===== config.mk =====
export PLATFORM = sky130hd
export DESIGN_NAME = pps_decode_stall
export DESIGN_NICKNAME = d
export VERILOG_FILES = /design/src/rtl/pps_decode_stall.sv
export SDC_FILE = /design/constraint.sdc
export NUM_CORES = 1
export LEC_CHECK = 0
export BUFFER_PORTS_ARGS = -buffer_cell sky130_fd_sc_hd__buf_2
export CELL_PAD_IN_SITES_DETAIL_PLACEMENT = 1
export CELL_PAD_IN_SITES_GLOBAL_PLACEMENT = 1
export CORE_MARGIN = 4
export CORE_UTILIZATION = 20
export CTS_BUF_LIST = sky130_fd_sc_hd__clkbuf_4 sky130_fd_sc_hd__clkbuf_8 sky130_fd_sc_hd__clkbuf_16
export DETAILED_ROUTE_END_ITERATION = 8
export GPL_TIMING_DRIVEN = 0
export PLACE_DENSITY_LB_ADDON = 0.1
export RECOVER_POWER = 50
export SLEW_MARGIN = 20
export SYNTH_ARGS = -nofsm -noshare
export SYNTH_HDL_FRONTEND = slang
export SYNTH_SLANG_ARGS = --single-unit

===== constraint.sdc =====
create_clock -name clk -period 3.4 [get_ports clk]
set_clock_uncertainty 0.1 [all_clocks]
set_input_delay 0.51 -clock clk [delete_from_list [all_inputs] [get_ports clk]]
set_output_delay 0.51 -clock clk [all_outputs]
set_load 0.03 [all_outputs]

===== src/rtl/pps_decode_stall.sv =====
// Decode-stage stall controller: load-latency FSM, load-use hazard stall, gated writes, stall counter.
// Optional WB-to-ID operand bypass is built only when PPS_WB_BYPASS_EN is defined.
module pps_decode_stall #(
    parameter int LOAD_LAT = 1,
    parameter int PERF_W   = 16
) (
    input  logic              clk,
    input  logic              rst,
    input  logic              id_valid,
    input  logic              id_mem_load,
    input  logic [4:0]        id_rs,
    input  logic [4:0]        id_rt,
    input  logic              id_use_rs,
    input  logic              id_use_rt,
    input  logic              id_regwrite,
    input  logic              ex_mem_load,
    input  logic [4:0]        ex_rd,
    input  logic              mem_ready,
    input  logic              wb_we,
    input  logic [4:0]        wb_rd,
    input  logic [31:0]       wb_data,
    input  logic [31:0]       rf_rd1,
    input  logic [31:0]       rf_rd2,
    output logic              id_stall,
    output logic [31:0]       id_rs_data,
    output logic [31:0]       id_rt_data,
    output logic              rf_wen,
    output logic              id_regwrite_out,
    output logic [PERF_W-1:0] stall_cnt
);

    localparam int CNT_W = $clog2(LOAD_LAT) + 1;
    localparam logic [CNT_W-1:0] CNT_INIT = CNT_W'(LOAD_LAT - 1);

    typedef enum logic {
        IDLE = 1'b0,
        WAIT = 1'b1
    } state_t;

    state_t            state_reg;
    state_t            state_next;
    logic [CNT_W-1:0]  cnt_reg;
    logic [CNT_W-1:0]  cnt_next;
    logic [PERF_W-1:0] stall_cnt_reg;
    logic              load_req;
    logic              hz;
    logic              fsm_stall;

    assign load_req = id_valid & id_mem_load;

    // Hazard stall is purely combinational and never disturbs the load FSM.
    assign hz = ex_mem_load & (ex_rd != 5'd0) &
                ((id_use_rs & (id_rs == ex_rd)) | (id_use_rt & (id_rt == ex_rd)));

    always_ff @(posedge clk) begin
        if (rst) begin
            state_reg <= IDLE;
            cnt_reg   <= '0;
        end else begin
            state_reg <= state_next;
            cnt_reg   <= cnt_next;
        end
    end

    always_comb begin
        state_next = state_reg;
        cnt_next   = cnt_reg;
        case (state_reg)
            IDLE: begin
                if (load_req) begin
                    state_next = WAIT;
                    cnt_next   = CNT_INIT;
                end
            end
            WAIT: begin
                if (cnt_reg != '0) begin
                    cnt_next = cnt_reg - CNT_W'(1);
                end else if (mem_ready) begin
                    state_next = IDLE;
                end
            end
            default: state_next = IDLE;
        endcase
    end

    // mem_ready only matters once the minimum latency has elapsed.
    always_comb begin
        fsm_stall = 1'b0;
        case (state_reg)
            IDLE:    fsm_stall = load_req;
            WAIT:    fsm_stall = (cnt_reg != '0) | ~mem_ready;
            default: fsm_stall = 1'b0;
        endcase
    end

    assign id_stall        = fsm_stall | hz;
    assign rf_wen          = wb_we & (wb_rd != 5'd0) & ~id_stall;
    assign id_regwrite_out = id_valid & id_regwrite & ~id_stall;

    always_ff @(posedge clk) begin
        if (rst) begin
            stall_cnt_reg <= '0;
        end else if (id_stall && (stall_cnt_reg != {PERF_W{1'b1}})) begin
            stall_cnt_reg <= stall_cnt_reg + PERF_W'(1);
        end
    end

    assign stall_cnt = stall_cnt_reg;

`ifdef PPS_WB_BYPASS_EN
    logic [4:0]  src_id  [2];
    logic [31:0] rf_data [2];
    logic [31:0] op_data [2];

    assign src_id[0]  = id_rs;
    assign src_id[1]  = id_rt;
    assign rf_data[0] = rf_rd1;
    assign rf_data[1] = rf_rd2;

    // Bypass sees the raw writeback request, even when the RF write is held off.
    generate
        for (genvar gi = 0; gi < 2; gi++) begin : g_bypass
            assign op_data[gi] = (wb_we && (wb_rd != 5'd0) && (wb_rd == src_id[gi])) ?
                                 wb_data : rf_data[gi];
        end
    endgenerate

    assign id_rs_data = op_data[0];
    assign id_rt_data = op_data[1];
`else
    logic unused_wb_data;

    assign unused_wb_data = ^wb_data;
    assign id_rs_data     = rf_rd1;
    assign id_rt_data     = rf_rd2;
`endif

endmodule


==> summary.md, run 1 <==
| Metric | Value |
|---|---|
| CTS max path bufs | `2` |
| DR iter-0 viols | `22` |
| Syn-to-layout area delta | `45.1%` |
| TritonCTS clock tree | `built` |
| RSZ-0062 raised after global routing | `false` |
| ANT nets after route | `0` |
| Fmax | `365 MHz` |
| #FFs+latches synth | `17` |
| Worst-path fanout max | `5` |
| CTS Sinks | `17` |
| Synth Cell Area | `1480 µm²` |
| Worst EP arrival | `2130 ps` |
| Power Density | `290 nW/µm²` |
| Top delay family on crit path | `simple AND/OR/NAND/NOR gates` |
| Cts repair resizes | `0` |
| Mapped Avg Cell Area | `7.99 µm²` |
| Die width | `94.0 µm` |
| Global-route wire length before repair | `7870 µm` |
| Initial antenna violation count | `0` |
| Row count | `31` |
| H-tree depth | `1` |
| Yosys top cell by area | `buf_4` |
| Clock group share of total power | `27.0%` |
| Worst setup EP type | `output pin` |
| Drt total wl | `5270 µm` |
| Cell with the most instances after synthesis | `buf_4` |
| I/O pin cnt | `209` |
| CP startpoint kind | `input pin` |
| Seq pwr share | `32.8%` |
| Worst path slowest cell | `or4_1` |
| Sw frac | `36.9%` |
| Critical path class | `in2out` |
| Hold WS | `396 ps` |
| Detailed Routing Iterations Pass 1 | `4` |
| Setup Buffers After CTS | `0` |
| CP most frequent cell | `buf_2` |
| Hold Buf Count CTS | `0` |
| Clk pin slew, worst setup/hold paths | `70 ps` |
| P_sw | `230 µW` |
| Synth area leaders | `buf_4 (32%), dfxtp_1 (23%), xnor2_1 (6.5%)` |
| Yosys cell types | `35` |
| Share of the synthesized area in the top cell type | `32.5%` |
| Die Ht | `94.0 µm` |
| Max-cap violation count | `0` |
| Sequential-to-total area share from yosys stat | `23.0%` |
| Largest net degree at the start of global routing | `11` |
| # nets final | `428` |
| GRT Overall Usage | `10.9%` |
| Die area | `8830 µm²` |
| Final worst path period share | `80.5%` |
| Pins over their slew limit | `0` |
| TritonCTS buffer count | `3` |
| Number of global-route vias before repair | `1633` |
| Fin crit period | `2740 ps` |
| # diodes | `0` |
| Post-route setup TNS | `0 ps` |
| Logic pwr share | `40.2%` |
| Final Hold Fails | `0` |
| Normalized max-slew margin | `64.9%` |
| Via density | `4.10` |
| Worst vdd ir | `0.0859 mV` |
| Worst-path cell chain | `buf_2 > or4_1 > o21a_1 > a21oi_1 > inv_1 > nor2_1 > buf_2` |
| Starting Density | `20.5%` |
| Fraction of registers with async set/reset | `0%` |
| Hold Path Class | `reg2reg` |
| Leakage | `0.000996 µW` |
| Slowest Stage Delay on Critical Path | `510 ps` |
| Max reg flops | `16` |
| Critical Path RT | `2790 ps` |
| Worst-Margin Slew | `527 ps` |
| # setup viols final | `0` |
| Post-synth EDFFs | `0` |
| Internal power | `393 µW` |
| Status | `completed` |
| Clk Latency, worst-skew pair | `260 ps` |
| Syn_nets | `312` |
| Core ar. | `7210 µm²` |
| Commonest cells in the synthesized netlist | `buf_4 (64), dfxtp_1 (17), a21oi_1 (14)` |
| DRC Markers | `0` |
| Routed len/inst | `13.2 µm` |
| DP HPWL | `4530 µm` |
| Synth warn | `0` |
| Vias | `1635` |
| IO buf count | `111` |
| CTS root buffer | `clkbuf_8` |
| Gr ovfl total | `0` |
| Synth Instances | `185` |
| Final Wtd Congestion | `0.683` |
| Main synth FF type | `dfxtp_1` |
| Buffer and inverter count on the worst path | `3` |
| Layout cells sized above 1 | `44.7%` |
-- kinds of logic after synthesis --
kind of cell / synth area share [%]
buffers and inverters: 35.6
AND/OR/NAND/NOR: 19.1
AO/OA/AOI/OAI: 12.2
flip-flops: 23.0
XOR/XNOR: 7.11
multiplexers: 2.12
adder cells (fa/ha/maj): 0.846
-- layout make-up --
cell class | instances | area [µm²]
inverter | 2 | 7.51
buffer | 68 | 519
fill | 949 | 5070
sequential | 17 | 340
multi-input combinational | 98 | 612
timing repair buffer | 111 | 494
tap | 99 | 124
clock buffer | 4 | 48.8
-- layout by cell type (no fill, tap or decap), drive strengths merged, types with 2 or more instances in the layout --
master	n
nand2	8
o21ai	9
or3	7
dfxtp	17
clkbuf	54
nand3	7
buf	129
a21oi	14
o31ai	3
nor2	7
or4	5
nand4	3
and3	6
mux2i	2
inv	2
nor2b	3
xnor2	11
-- worst register-to-register path: cells and delay by family, from the launching register on --
kind,cells,cell delay (ps)
simple gates,3,460
flops,1,410
compound gates,2,400
buf+inv,2,340
fa+ha+maj,1,270
mux,1,180
-- path summary, 6_finish.rpt --
check        cells past startpoint         start  slack [ps]            to
max                              7      ex_rd[1]         660        rf_wen
min                              2  stall_cnt[5]         400  stall_cnt[5]
max reg2reg                      9  stall_cnt[0]        1120  stall_cnt[1]
min reg2reg                      2  stall_cnt[5]         400  stall_cnt[5]
-- per-stage QoR --
stage               cells  utilization [%]  cell area (µm²)  worst slack, ps  power (µW)
floorplan             185                -             1480              737         399
global placement      395             29.9             2160              626         469
detailed placement    395             29.9             2160              613         471
CTS                   399             30.6             2210              610         642
global route          399             29.7             2150              529         657
finish                399             29.7             2150              663         623
-- power groups by stage --
stage          clock network, µW  registers [µW]  logic [µW]
2_1_floorplan                  0             213         186
3_3_place_gp                   0             209         260
3_5_place_dp                   0             209         262
6_report                     168             205         250
5_1_grt                      183             205         269
4_1_cts                      176             205         262
-- routing by layer --
layer  vias up  share of wire (%)  GRT usage, %
met1       742                 41          14.1
li1        803                  -             -
met4         0               0.87          2.53
met5         -                  0             0
met3         5                9.7          2.40
met2        85                 48          18.3
No activity file was read; power rests on OpenSTA's default activity.
==> inputs of run 2 (changes only) <==
--- a/config.mk
+++ b/config.mk
@@ -9,7 +9,7 @@
 export CELL_PAD_IN_SITES_DETAIL_PLACEMENT = 1
 export CELL_PAD_IN_SITES_GLOBAL_PLACEMENT = 1
 export CORE_MARGIN = 4
-export CORE_UTILIZATION = 20
+export CORE_UTILIZATION = 16
 export CTS_BUF_LIST = sky130_fd_sc_hd__clkbuf_4 sky130_fd_sc_hd__clkbuf_8 sky130_fd_sc_hd__clkbuf_16
 export DETAILED_ROUTE_END_ITERATION = 8
 export GPL_TIMING_DRIVEN = 0
==> constraint.sdc (replaced) <==
create_clock -name clk -period 2.23 [get_ports clk]
set_clock_uncertainty 0.1 [all_clocks]
set_input_delay 0.3345 -clock clk [delete_from_list [all_inputs] [get_ports clk]]
set_output_delay 0.3345 -clock clk [all_outputs]
set_load 0.03 [all_outputs]
==> run 2 against run 1 <==
Net effect:
- register-to-register slack worse by 970 ps
- core utilization shrank 4.8 points
- combinational power is 59% higher
- non-clock buffer count up 4
- via count rose by 2.1%
- power is 55% higher
- critical endpoint unchanged
==> summary.md, run 2 (synthesized netlist as in run 1, its figures left out) <==
| Metric | Value |
|---|---|
| Top delay family on crit path | `simple AND/OR/NAND/NOR gates` |
| Placed cell areas | `2170 µm²` |
| Fmax | `462 MHz` |
| GRT Overall Usage | `9.37%` |
| Worst setup path endpoint | `rf_wen` |
| Setup crit start | `ex_rd[2]` |
| Final Wtd Congestion | `0.749` |
| Worst-Margin Slew | `483 ps` |
| Routed len/inst | `13.5 µm` |
| Instance count on the critical path | `7` |
| Die width | `104 µm` |
| DP HPWL | `4630 µm` |
| Fin crit period | `2170 ps` |
| I/O pin cnt | `209` |
| Worst-path cell chain | `buf_2 > or4_1 > o21a_1 > a21oi_2 > inv_2 > nor2_2 > buf_6` |
| DRC Markers | `0` |
| Row count | `34` |
| # setup viols final | `0` |
| Worst vdd ir | `0.235 mV` |
| CTS root buffer | `clkbuf_8` |
| IO buf count | `111` |
| H-tree depth | `1` |
| Final worst path period share | `97.1%` |
| Most frequent cells in the layout | `buf_4 (68), buf_2 (60), clkbuf_1 (50)` |
| Max reg flops | `16` |
| Power Density | `436 nW/µm²` |
| Die area | `10800 µm²` |
| Slowest Stage Delay on Critical Path | `500 ps` |
| # nets final | `432` |
| Global-route wire length before repair | `8740 µm` |
| Gr ovfl total | `0` |
| R2r setup slk | `150 ps` |
| Die Ht | `104 µm` |
| CTS Sinks | `17` |
| Worst EP arrival | `1730 ps` |
| Core ar. | `8850 µm²` |
| Normalized max-slew margin | `66.9%` |
| Design Power | `965 µW` |
| Layout cells sized above 1 | `47.4%` |
| Clk Latency, worst-skew pair | `250 ps` |
| TritonCTS clock tree | `built` |
| Worst path slowest cell | `or4_1` |
| Syn-to-layout area delta | `49.5%` |
| Final Hold Fails | `0` |
| Reg2reg end | `stall_cnt[1]` |
| CP startpoint kind | `input pin` |
| Detailed Routing Iterations Pass 1 | `4` |
| Leakage | `0.00101 µW` |
| Vias | `1670` |
| Status | `completed` |
| Max-cap violation count | `0` |
| Fill cells | `1107` |
| Fin area | `2210 µm²` |
| CTS max path bufs | `2` |
| Clk pin slew, worst setup/hold paths | `70 ps` |
| Drt total wl | `5540 µm` |
| Launch point of the worst reg-to-reg path | `stall_cnt[0]` |
| TritonCTS buffer count | `3` |
| Initial antenna violation count | `0` |
| Worst setup EP type | `output pin` |
| Most common cell after layout, fill and taps aside | `buf_4` |
| # diodes | `0` |
| Critical path class | `in2out` |
| Hold Path Class | `reg2reg` |
| Largest net degree at the start of global routing | `11` |
| Via density | `4.05` |
| Number of global-route vias before repair | `1681` |
| DR iter-0 viols | `49` |
| ANT nets after route | `0` |
| Worst-path fanout max | `3` |
| FF-to-FF path depth | `9` |
| Pins over their slew limit | `0` |
| Starting Density | `16.7%` |
| Buffer and inverter count on the worst path | `3` |
| Critical Path RT | `1800 ps` |
[run 2: stage by stage]
step                setup TNS, ps  hold slack [ps]  utilization [%]  worst slack [ps]  cells
floorplan                       0              510                -              38.7    185
CTS                         -28.0              400             25.2             -28.0    408
global placement             -587              391             24.5              -145    404
detailed placement           -915              390             24.5              -177    404
global route                -10.5              450             25.0             -10.5    412
finish                          0              394             25.0              64.2    412
[run 2: final cells by class]
| cell class | instances | area [µm²] | area share [%] |
|---|---|---|---|
| multi-input cells | 98 | 621 | 28.1 |
| repair buffers | 115 | 537 | 24.3 |
| plain buffers | 68 | 519 | 23.5 |
| flip-flops and latches | 17 | 343 | 15.5 |
| well taps | 108 | 135 | 6.11 |
| clock buffers | 4 | 48.8 | 2.21 |
| inverters | 2 | 7.51 | 0.340 |
[run 2: worst min path at each step]
stage / from / endpoint / depth (start not counted)
finish: stall_cnt[10] / stall_cnt[10] / 2
detailed placement: stall_cnt[10] / stall_cnt[10] / 2
CTS: stall_cnt[10] / stall_cnt[10] / 2
global route: stall_cnt[10] / stall_cnt[10] / 2
floorplan: stall_cnt[5] / stall_cnt[5] / 2
global placement: stall_cnt[10] / stall_cnt[10] / 2
[run 2: report_power, final]
part           switching [µW]  internal (µW)  leakage [µW]
logic                     235            162      0.000849
clock network             116            139     0.0000262
registers                4.65            308      0.000138
[run 2: tightest hold or removal path, cell delays in order, from the launching register on]
cell,delay (ps)
dfxtp_1,330
o31ai_1,60
a21oi_1,50
[run 2: what timing repair did]
item	4_1_cts	5_1_grt
hold buffers	0	0
setup endpoints to repair	5	14
buffers inserted	0	3
pin swaps	0	1
cloned	0	1
resized for setup	4	8
endpoints found under the hold margin	0	0
[run 2: routing by layer]
layer / vias up / wire length [µm] / GRT usage, %
li1: 806 / - / -
met1: 764 / 2250 / 11.1
met2: 98 / 2720 / 17.1
met3: 2 / 564 / 3.04
met4: 0 / 13 / 0.760
met5: - / 0 / 0
==> inputs of run 3 (changes only) <==
--- a/config.mk
+++ b/config.mk
@@ -6,10 +6,10 @@
 export NUM_CORES = 1
 export LEC_CHECK = 0
 export BUFFER_PORTS_ARGS = -buffer_cell sky130_fd_sc_hd__buf_2
-export CELL_PAD_IN_SITES_DETAIL_PLACEMENT = 1
-export CELL_PAD_IN_SITES_GLOBAL_PLACEMENT = 1
+export CELL_PAD_IN_SITES_DETAIL_PLACEMENT = 0
+export CELL_PAD_IN_SITES_GLOBAL_PLACEMENT = 2
 export CORE_MARGIN = 4
-export CORE_UTILIZATION = 16
+export CORE_UTILIZATION = 12
 export CTS_BUF_LIST = sky130_fd_sc_hd__clkbuf_4 sky130_fd_sc_hd__clkbuf_8 sky130_fd_sc_hd__clkbuf_16
 export DETAILED_ROUTE_END_ITERATION = 8
 export GPL_TIMING_DRIVEN = 0
==> run 3 against run 2 <==
Net effect:
- hold slack worse by 18 ps
- power is 13% higher
- via count is 3.0% lower
- first-iteration DRC count is 45% lower
- sequential share of layout area is 1.1 points lower
==> summary.md, run 3 (synthesized netlist as in run 1, its figures left out) <==
| Metric | Value |
|---|---|
| Via density | `3.42` |
| # diodes | `0` |
| DRC Markers | `0` |
| H-tree depth | `1` |
| Critical Path RT | `1800 ps` |
| Worst-Margin Slew | `591 ps` |
| TritonCTS buffer count | `3` |
| Max reg flops | `16` |
| IO buf count | `111` |
| Global-route wire length before repair | `7880 µm` |
| Layout cells sized above 1 | `49.0%` |
| Final Hold Fails | `0` |
| Worst vdd ir | `0.259 mV` |
| Vias | `1620` |
| ANT nets after route | `0` |
| CTS max path bufs | `2` |
| Hold Path Class | `in2reg` |
| Gr ovfl total | `0` |
| Leakage | `0.00105 µW` |
| Power Density | `458 nW/µm²` |
| TritonCTS clock tree | `built` |
| CP startpoint kind | `input pin` |
| Hold Buf Count CTS | `0` |
| Worst-path fanout max | `3` |
| DR iter-0 viols | `27` |
| CTS Sinks | `17` |
| Routed len/inst | `10.8 µm` |
| Die width | `119 µm` |
| # setup viols final | `0` |
| Normalized max-slew margin | `60.6%` |
| Pins over their slew limit | `0` |
| Fin crit period | `2170 ps` |
| I/O pin cnt | `209` |
| Die area | `14200 µm²` |
| Placed cell areas | `2250 µm²` |
| DP HPWL | `4260 µm` |
| Initial antenna violation count | `0` |
| Fill cells | `1411` |
| Core ar. | `12100 µm²` |
| Sequential Area | `345 µm²` |
| Drt total wl | `5140 µm` |
| Die Ht | `119 µm` |
| Status | `completed` |
| Final Util | `19.8%` |
| Fin area | `2390 µm²` |
| Critical path class | `in2out` |
| Multi-input logic area | `672 µm²` |
| Starting Density | `12.3%` |
| GRT Overall Usage | `6.84%` |
| Final Wtd Congestion | `0.608` |
| Final worst path period share | `97.2%` |
| Detailed Routing Iterations Pass 1 | `4` |
| Row count | `40` |
| Number of global-route vias before repair | `1578` |
| # nets final | `434` |
| Clk pin slew, worst setup/hold paths | `50 ps` |
| Largest net degree at the start of global routing | `11` |
| Worst setup EP type | `output pin` |
| Worst EP arrival | `1730 ps` |
| Max-cap violation count | `0` |
| Fmax | `461 MHz` |
| Syn-to-layout area delta | `61.7%` |
| CTS root buffer | `clkbuf_16` |
| Hold WS | `376 ps` |
| Clk Latency, worst-skew pair | `250 ps` |
| Most frequent cells in the layout | `buf_4 (71), buf_2 (60), clkbuf_1 (50)` |
| Most common cell after layout, fill and taps aside | `buf_4` |
## run 3: cell type report
cell class	count	share of cell area, %
well taps	168	8.79
inverters	2	0.314
flip-flops and latches	17	14.4
clock inverters	1	0.209
repair buffers	117	23.3
plain buffers	68	21.7
multi-input cells	98	28.1
clock buffers	3	3.14
## run 3: worst paths after layout
check / start / to / slack (ps) / depth (start not counted)
worst max-delay path: ex_rd[1] / id_regwrite_out / 60 / 6
worst min-delay path: mem_ready / state_reg / 380 / 3
worst max register to register: stall_cnt[0] / stall_cnt[6] / 130 / 9
worst min register to register: stall_cnt[10] / stall_cnt[10] / 410 / 2
## run 3: what timing repair did
item                                    4_1_cts  5_1_grt
pin swaps                                     1        2
resized for setup                             7        9
setup buffers                                 4        2
cloned                                        0        0
endpoints found under the setup margin       13        9
## run 3: metrics by stage
step	TNS, ps	total power (µW)	instances	setup slack, ps
floorplan	0	609	185	38.7
global placement	-1140	717	464	-185
detailed placement	-1390	718	464	-211
CTS	-2.25	1120	472	-2.25
global route	-13.7	1160	474	-7.82
finish	0	1090	474	63.1
## run 3: power by group
part	switching, µW	total, µW	internal, µW	leakage, µW
registers	6.58	315	308	0.000138
logic	236	407	172	0.000867
clock network	132	372	240	0.0000409
total	374	1090	720	0.00105
## run 3: critical path, cell delays in order
cell and delay, ps:
buf_2 120, or4_1 530, o21a_1 230, a21oi_4 180, and3_1 180, buf_4 150
## run 3: metal layers
metal | GRT usage [%] | routed length [µm]
met2 | 11.5 | 2350
met3 | 2.33 | 519
met4 | 1.09 | 31
met1 | 8.58 | 2240
met5 | 0 | 0
